## config.mk

```make
export PLATFORM = sky130hd
export DESIGN_NAME = button_conditioner_flat
export DESIGN_NICKNAME = d
export VERILOG_FILES = /design/src/rtl/button_pkg.sv /design/src/rtl/button_conditioner_if.sv /design/src/rtl/button_channel.sv /design/src/rtl/button_conditioner.sv /design/src/flat_wrapper.sv
export SDC_FILE = /design/constraint.sdc
export NUM_CORES = 1
export LEC_CHECK = 0
export ABC_AREA = 0
export BUFFER_PORTS_ARGS = -buffer_cell sky130_fd_sc_hd__buf_2
export CORE_MARGIN = 5
export CORE_UTILIZATION = 36
export DETAILED_ROUTE_END_ITERATION = 8
export PLACE_DENSITY = 0.49
export SYNTH_ARGS = -nofsm -noshare
export SYNTH_HDL_FRONTEND = slang
export SYNTH_SLANG_ARGS = --single-unit
```

## constraint.sdc

```tcl
create_clock -name clk -period 2.7 [get_ports clk]
set_clock_uncertainty 0.1 [all_clocks]
set_input_delay 0.135 -clock clk [delete_from_list [all_inputs] [get_ports clk]]
set_output_delay 0.135 -clock clk [all_outputs]
set_load 0.02 [all_outputs]
```

## src/rtl/button_pkg.sv

```systemverilog
// Shared types and sizing helper for the multi-channel button conditioner.
package button_pkg;

  typedef enum logic [1:0] {
    RELEASED = 2'd0,
    PRESSED  = 2'd1,
    LONG     = 2'd2
  } btn_state_e;

  // Bits needed to hold values up to max(a, b).
  function automatic int cnt_width(input int a, input int b);
    int m;
    m = (a > b) ? a : b;
    return (m < 1) ? 1 : $clog2(m + 1);
  endfunction

endpackage

```

## src/rtl/button_conditioner_if.sv

```systemverilog
// Pin-side inputs and conditioned event outputs of the button conditioner.
interface button_conditioner_if #(
  parameter int CHANNELS = 4
);

  logic [CHANNELS-1:0] noisy_in;
  logic [CHANNELS-1:0] clean_out;
  logic [CHANNELS-1:0] rise_pulse;
  logic [CHANNELS-1:0] fall_pulse;
  logic [CHANNELS-1:0] long_press;
  logic [CHANNELS-1:0] long_pulse;
  logic [CHANNELS-1:0] repeat_pulse;

  modport master (
    output noisy_in,
    input  clean_out, rise_pulse, fall_pulse, long_press, long_pulse, repeat_pulse
  );

  modport slave (
    input  noisy_in,
    output clean_out, rise_pulse, fall_pulse, long_press, long_pulse, repeat_pulse
  );

endinterface

```

## src/rtl/button_channel.sv

```systemverilog
// One input: 2-FF synchroniser, debounce counter, press FSM and hold counter.
//   state    | meaning
//   RELEASED | debounced level is 0
//   PRESSED  | debounced level is 1, hold counter running toward long press
//   LONG     | long press reached, hold counter paces auto-repeat
module button_channel
  import button_pkg::*;
#(
  parameter int DEBOUNCE_CYCLES = 27000,
  parameter int LONG_CYCLES     = 13500000,
  parameter int REPEAT_CYCLES   = 2700000,
  parameter bit INVERT          = 1'b0
) (
  input  logic clk,
  input  logic rst_n,
  input  logic noisy,
  output logic clean,
  output logic rise,
  output logic fall,
  output logic long_press,
  output logic long_pulse,
  output logic repeat_pulse
);

  localparam int DW = cnt_width(DEBOUNCE_CYCLES, 0);
  localparam int HW = cnt_width(LONG_CYCLES, REPEAT_CYCLES);
  localparam logic [DW-1:0] DEB_LAST  = DW'(DEBOUNCE_CYCLES - 1);
  localparam logic [HW-1:0] LONG_LAST = HW'(LONG_CYCLES - 1);
  localparam logic [HW-1:0] REP_LAST  = HW'((REPEAT_CYCLES > 0) ? REPEAT_CYCLES - 1 : 0);
  localparam bit REP_EN = (REPEAT_CYCLES > 0);

  btn_state_e      state;
  logic [1:0]      sync;
  logic [DW-1:0]   deb_cnt;
  logic [HW-1:0]   hold_cnt;
  logic            s;
  logic            differs;
  logic            accept;

  assign s       = sync[1] ^ INVERT;
  assign differs = (s != clean);
  assign accept  = differs && (deb_cnt == DEB_LAST);

  always_ff @(posedge clk or negedge rst_n) begin
    if (!rst_n) begin
      state        <= RELEASED;
      sync         <= '0;
      deb_cnt      <= '0;
      hold_cnt     <= '0;
      clean        <= 1'b0;
      rise         <= 1'b0;
      fall         <= 1'b0;
      long_press   <= 1'b0;
      long_pulse   <= 1'b0;
      repeat_pulse <= 1'b0;
    end else begin
      sync         <= {sync[0], noisy};
      rise         <= 1'b0;
      fall         <= 1'b0;
      long_pulse   <= 1'b0;
      repeat_pulse <= 1'b0;

      if (!differs || accept) deb_cnt <= '0;
      else                    deb_cnt <= deb_cnt + 1'b1;
      if (accept) clean <= s;

      // An accepted release outranks long-press entry and repeat in the same cycle.
      case (state)
        RELEASED: begin
          if (accept) begin
            state    <= PRESSED;
            rise     <= 1'b1;
            hold_cnt <= '0;
          end
        end
        PRESSED: begin
          if (accept) begin
            state <= RELEASED;
            fall  <= 1'b1;
          end else if (hold_cnt == LONG_LAST) begin
            state      <= LONG;
            long_press <= 1'b1;
            long_pulse <= 1'b1;
            hold_cnt   <= '0;
          end else begin
            hold_cnt <= hold_cnt + 1'b1;
          end
        end
        LONG: begin
          if (accept) begin
            state      <= RELEASED;
            fall       <= 1'b1;
            long_press <= 1'b0;
          end else if (REP_EN) begin
            if (hold_cnt == REP_LAST) begin
              repeat_pulse <= 1'b1;
              hold_cnt     <= '0;
            end else begin
              hold_cnt <= hold_cnt + 1'b1;
            end
          end
        end
        default: state <= RELEASED;
      endcase
    end
  end

endmodule

```

## src/rtl/button_conditioner.sv

```systemverilog
// Multi-channel button conditioner: one independent button_channel per input.
module button_conditioner
  import button_pkg::*;
#(
  parameter int                  CHANNELS        = 4,
  parameter int                  DEBOUNCE_CYCLES = 27000,
  parameter int                  LONG_CYCLES     = 13500000,
  parameter int                  REPEAT_CYCLES   = 2700000,
  parameter logic [CHANNELS-1:0] INVERT_MASK     = '0
) (
  input  logic                 clk,
  input  logic                 rst_n,
  button_conditioner_if.slave  bus
);

  logic [CHANNELS-1:0] clean;
  logic [CHANNELS-1:0] rise;
  logic [CHANNELS-1:0] fall;
  logic [CHANNELS-1:0] lpress;
  logic [CHANNELS-1:0] lpulse;
  logic [CHANNELS-1:0] rpulse;

  for (genvar i = 0; i < CHANNELS; i++) begin : g_ch
    button_channel #(
      .DEBOUNCE_CYCLES (DEBOUNCE_CYCLES),
      .LONG_CYCLES     (LONG_CYCLES),
      .REPEAT_CYCLES   (REPEAT_CYCLES),
      .INVERT          (INVERT_MASK[i])
    ) u_ch (
      .clk          (clk),
      .rst_n        (rst_n),
      .noisy        (bus.noisy_in[i]),
      .clean        (clean[i]),
      .rise         (rise[i]),
      .fall         (fall[i]),
      .long_press   (lpress[i]),
      .long_pulse   (lpulse[i]),
      .repeat_pulse (rpulse[i])
    );
  end

  assign bus.clean_out    = clean;
  assign bus.rise_pulse   = rise;
  assign bus.fall_pulse   = fall;
  assign bus.long_press   = lpress;
  assign bus.long_pulse   = lpulse;
  assign bus.repeat_pulse = rpulse;

endmodule

```

## src/flat_wrapper.sv

```systemverilog
// flat-port wrapper written by rule: the top's interface ports become plain ports
module button_conditioner_flat import button_pkg::*;
#(
  parameter int                  CHANNELS        = 4,
  parameter int                  DEBOUNCE_CYCLES = 27000,
  parameter int                  LONG_CYCLES     = 13500000,
  parameter int                  REPEAT_CYCLES   = 2700000,
  parameter logic [CHANNELS-1:0] INVERT_MASK     = '0
)
  (clk, rst_n, bus_noisy_in, bus_clean_out, bus_rise_pulse, bus_fall_pulse, bus_long_press, bus_long_pulse, bus_repeat_pulse);
  button_conditioner_if #(.CHANNELS(CHANNELS)) bus_i ();
  input  logic clk;
  input  logic rst_n;
  input wire logic [$bits(bus_i.noisy_in)-1:0] bus_noisy_in;
  output wire logic [$bits(bus_i.clean_out)-1:0] bus_clean_out;
  output wire logic [$bits(bus_i.rise_pulse)-1:0] bus_rise_pulse;
  output wire logic [$bits(bus_i.fall_pulse)-1:0] bus_fall_pulse;
  output wire logic [$bits(bus_i.long_press)-1:0] bus_long_press;
  output wire logic [$bits(bus_i.long_pulse)-1:0] bus_long_pulse;
  output wire logic [$bits(bus_i.repeat_pulse)-1:0] bus_repeat_pulse;
  assign bus_i.noisy_in = bus_noisy_in;
  assign bus_clean_out = bus_i.clean_out;
  assign bus_rise_pulse = bus_i.rise_pulse;
  assign bus_fall_pulse = bus_i.fall_pulse;
  assign bus_long_press = bus_i.long_press;
  assign bus_long_pulse = bus_i.long_pulse;
  assign bus_repeat_pulse = bus_i.repeat_pulse;
  button_conditioner #(.CHANNELS(CHANNELS), .DEBOUNCE_CYCLES(DEBOUNCE_CYCLES), .LONG_CYCLES(LONG_CYCLES), .REPEAT_CYCLES(REPEAT_CYCLES), .INVERT_MASK(INVERT_MASK)) u_core (.clk(clk), .rst_n(rst_n), .bus(bus_i));
endmodule
```

==> flow_summary_export.csv <==
group,metric,value,unit
status,outcome,"completed",
setup_path,cp-start-kind,"register",
power_and_ir_drop,total_power,0.00564,W
clock_network,clock_path_buffers,2,
timing,hold_slack,0.190,ns
floorplanning,rows,62,
yosys,netlist_area,10500,sq um
clock_network,root_buffer,"clkbuf_16",
setup_path,slowest_delay,0.59,ns
min_path,worstHoldPathType,"primary input to asynchronous set/reset pin",
detailed_routing,wl,24100,um
setup_path,crit_buf_inv,2,
floorplanning,die-area,32700,sq um
layout,design_area,12500,sq um
setup_path,r2r_setup_slack,0.06,ns
detailed_routing,wl_per_cell,15.0,um
detailed_routing,vias,8376,
timing,worst_slew_pin_slew,0.624,ns
yosys,synth_seq_cells,196,
layout,regArea,4900,sq um
setup_path,cp.required,2.95,ns
yosys,ys_seq_area_share,46.7,%
place,port_buffers,29,
floorplanning,start_util,36.5,%
detailed_routing,vias_per_cell,5.20,
timing,period_needed,2.64,ns
floorplanning,io_pins,30,
yosys,synth.net_count,1130,
yosys,synth.top_cell.area_share,46.7,%
yosys,synth.distinct_cells,67,
yosys,synthTopCellsByArea,"dfrtp_1, nor2_1, a22o_1",
setup_path,critPathTopFamily,"simple AND/OR/NAND/NOR gates",
place,place_area,11700,sq um
power_and_ir_drop,ir_drop,400,uV
clock_network,cts_tree,"built",
layout,diodes,0,
global_route,grt_pass1_vias,8385,
timing,rsz0062_at_grt,"yes",
timing,setup_ws,0.0590,ns
clock_network,clock-sinks,196,
timing,slew_headroom,58.1,%
yosys,synthCells,1100,
timing,setup_violations,0,
floorplanning,die_w,181,um
timing,maxSlewViolCount,0,
floorplanning,die_height,181,um
yosys,synth-main-ff-cell,"dfrtp_1",
timing,max_freq,0.379,GHz
setup_path,crit_arrival,2.89,ns
yosys,synth_edf_count,0,
place,hpwl,16400,um
setup_path,endpoint_kind,"register",
layout,multi_input_area,5330,sq um
setup_path,cpMostUsedCell,"or4_4",
clock_network,cts_buffers,17,
yosys,syn_area_per_cell,9.54,sq um
place,place_ws,-0.157,ns
yosys,yosysTopAreaCell,"dfrtp_1",
global_route,grt.met3_usage,2.55,%
detailed_routing,dr.pass1.iters,4,
timing,finalSetupTns,0,ns
global_route,grt.total_usage,15.0,%
global_route,met1_usage,22.0,%
timing,min_period_over_period,97.8,%
yosys,synth_warnings,0,
detailed_routing,drc,0,
layout,nets,1244,
detailed_routing,drt_iter0_drc,493,
setup_path,cp_slowest_cell,"or4_4",
global_route,antenna_found_initial,0,
clock_network,path_clk_slew,0.08,ns
layout,fillCellCount,2848,
run,maxCapViolCount,0,
yosys,synth-async-reset-ratio,100,%
power_and_ir_drop,power_density,450,nW/um^2
global_route,grt_overflow,0,
place,globalplace.congestion,0.823,
setup_path,critPathKind,"register to register",
global_route,grt_max_degree,73,
clock_network,clk_latency,0.44,ns
global_route,grt_pass1_wl,41800,um
global_route,use_met2,23.3,%
clock_network,cts-htree-levels,4,
setup_path,cp_max_fo,8,
floorplanning,fp.coreArea,28800,sq um
global_route,busiest_layer,"met2",
power_and_ir_drop,leakagePower,5.49,nW
layout,syn_to_final_growth,19.5,%
layout,drive_gt1_share,18.1,%
detailed_routing,drtAntennaViolNets,0,
setup_path,path_cells,"or4_4, or4_4, nor2_8, mux2i_4, buf_6, buf_4, a22oi_1, o21ai_1",
timing,finalHoldViolCount,0,
==> worst reg2reg max path, cell delays in order (launching register included) <==
cell	delay, ns
dfrtp_1	0.38
or4_4	0.53
or4_4	0.59
nor2_8	0.16
mux2i_4	0.27
buf_6	0.17
buf_4	0.15
a22oi_1	0.08
o21ai_1	0.13
==> synthesized netlist by cell type (7+ instances only) <==
master     number
ha_1           24
a22o_1         53
o31ai_1        18
inv_1          31
a2bb2oi_1      18
nand3_1        68
nand2b_1        7
nor2b_1        21
and2_1         14
mux2_2          8
nand4_1        35
and3_1         36
buf_4          26
nor2_1        126
a21oi_1        12
buf_2           7
xor2_1         35
xnor2_1        21
nand2_1        87
or3_1           8
dfrtp_1       196
o21ai_0        70
nor4_1         19
clkbuf_1       17
nor3_1         42
==> cells in the final DEF, fill, tap and decap left out, drive strengths merged, types with 19 or more instances in the layout <==
master    n
dfrtp   196
buf     137
nor2    129
nand2    87
o21ai    73
nand3    68
a22o     53
nor3     42
inv      39
and3     36
xor2     35
nand4    35
ha       24
nor2b    22
xnor2    21
nor4     20
clkbuf   19
==> per-layer routing <==
layer  vias to the layer above  routed length (um)
met1                      4044               12700
li1                       4206                   -
met5                         -                   0
met2                       108               10500
met4                         0                 285
met3                        18                 611
==> where the power goes <==
| part | internal (W) | switching [W] | total (W) |
|---|---|---|---|
| Sequential | 0.00295 | 0.0000171 | 0.00297 |
| Combinational | 0.0000392 | 0.0000915 | 0.000131 |
| Clock | 0.00130 | 0.00123 | 0.00254 |
| Total | 0.00429 | 0.00134 | 0.00564 |
==> cell families (layout without fill, tap and decap cells) <==
kind of cell             count (synthesis)  in the layout  synth area share (%)
AO/OA/AOI/OAI                          216            217                  14.6
XOR/XNOR                                56             56                  4.67
adder cells (fa/ha/maj)                 24             24                  2.86
buffers and inverters                   81            206                  3.91
flip-flops                             196            196                  46.7
multiplexers                            13             13                  1.45
AND/OR/NAND/NOR                        514            514                  25.7
==> area by class of cell <==
| type | count | area share (%) |
|---|---|---|
| multi-input combinational | 824 | 42.5 |
| sequential | 196 | 39.1 |
| timing repair buffer | 144 | 9.09 |
| tap | 384 | 3.83 |
| clock buffer | 17 | 3.39 |
| clock inverter | 14 | 1.13 |
| inverter | 31 | 0.928 |
==> path summary, 6_finish.rpt <==
path / startpoint / endpoint / depth (start not counted)
max in group asynchronous: rst_n / u_core.g_ch[0].u_ch.hold_cnt[12]$_DFFE_PN0P_ / 3
worst max register to register: u_core.g_ch[1].u_ch.deb_cnt[10]$_DFF_PN0_ / u_core.g_ch[1].u_ch.hold_cnt[20]$_DFFE_PN0P_ / 8
worst max-delay path: u_core.g_ch[1].u_ch.deb_cnt[10]$_DFF_PN0_ / u_core.g_ch[1].u_ch.hold_cnt[20]$_DFFE_PN0P_ / 8
min in group clk: bus_noisy_in[3] / u_core.g_ch[3].u_ch.sync[0]$_DFF_PN0_ / 2
worst min-delay path: rst_n / u_core.g_ch[1].u_ch.deb_cnt[9]$_DFF_PN0_ / 2
worst min register to register: u_core.g_ch[2].u_ch.sync[0]$_DFF_PN0_ / u_core.g_ch[2].u_ch.sync[1]$_DFF_PN0_ / 0
==> repair_timing <==
item	4_1_cts	5_1_grt
cloned	1	1
setup buffers	3	6
endpoints found under the hold margin	71	0
pin swaps	4	33
hold buffers	5	0
gates resized for setup	10	23
endpoints found under the setup margin	58	69
==> registers in the layout, summed over array words and instances, names as in the netlist <==
signal	cells
u_core.g_ch.u_ch.long_pulse	4
u_core.g_ch.u_ch.deb_cnt	60
u_core.g_ch.u_ch.repeat_pulse	4
u_core.g_ch.u_ch.sync	8
u_core.g_ch.u_ch.clean	4
u_core.g_ch.u_ch.rise	4
u_core.g_ch.u_ch.state	8
u_core.g_ch.u_ch.long_press	4
u_core.g_ch.u_ch.fall	4
u_core.g_ch.u_ch.hold_cnt	96
==> metrics by stage <==
stage / util [%] / cells
floorplan: - / 1100
global route: 43.6 / 1610
detailed placement: 40.5 / 1563
finish: 43.6 / 1610
CTS: 42.9 / 1603
global placement: 40.5 / 1563
No activity file was read; power rests on OpenSTA's default activity.
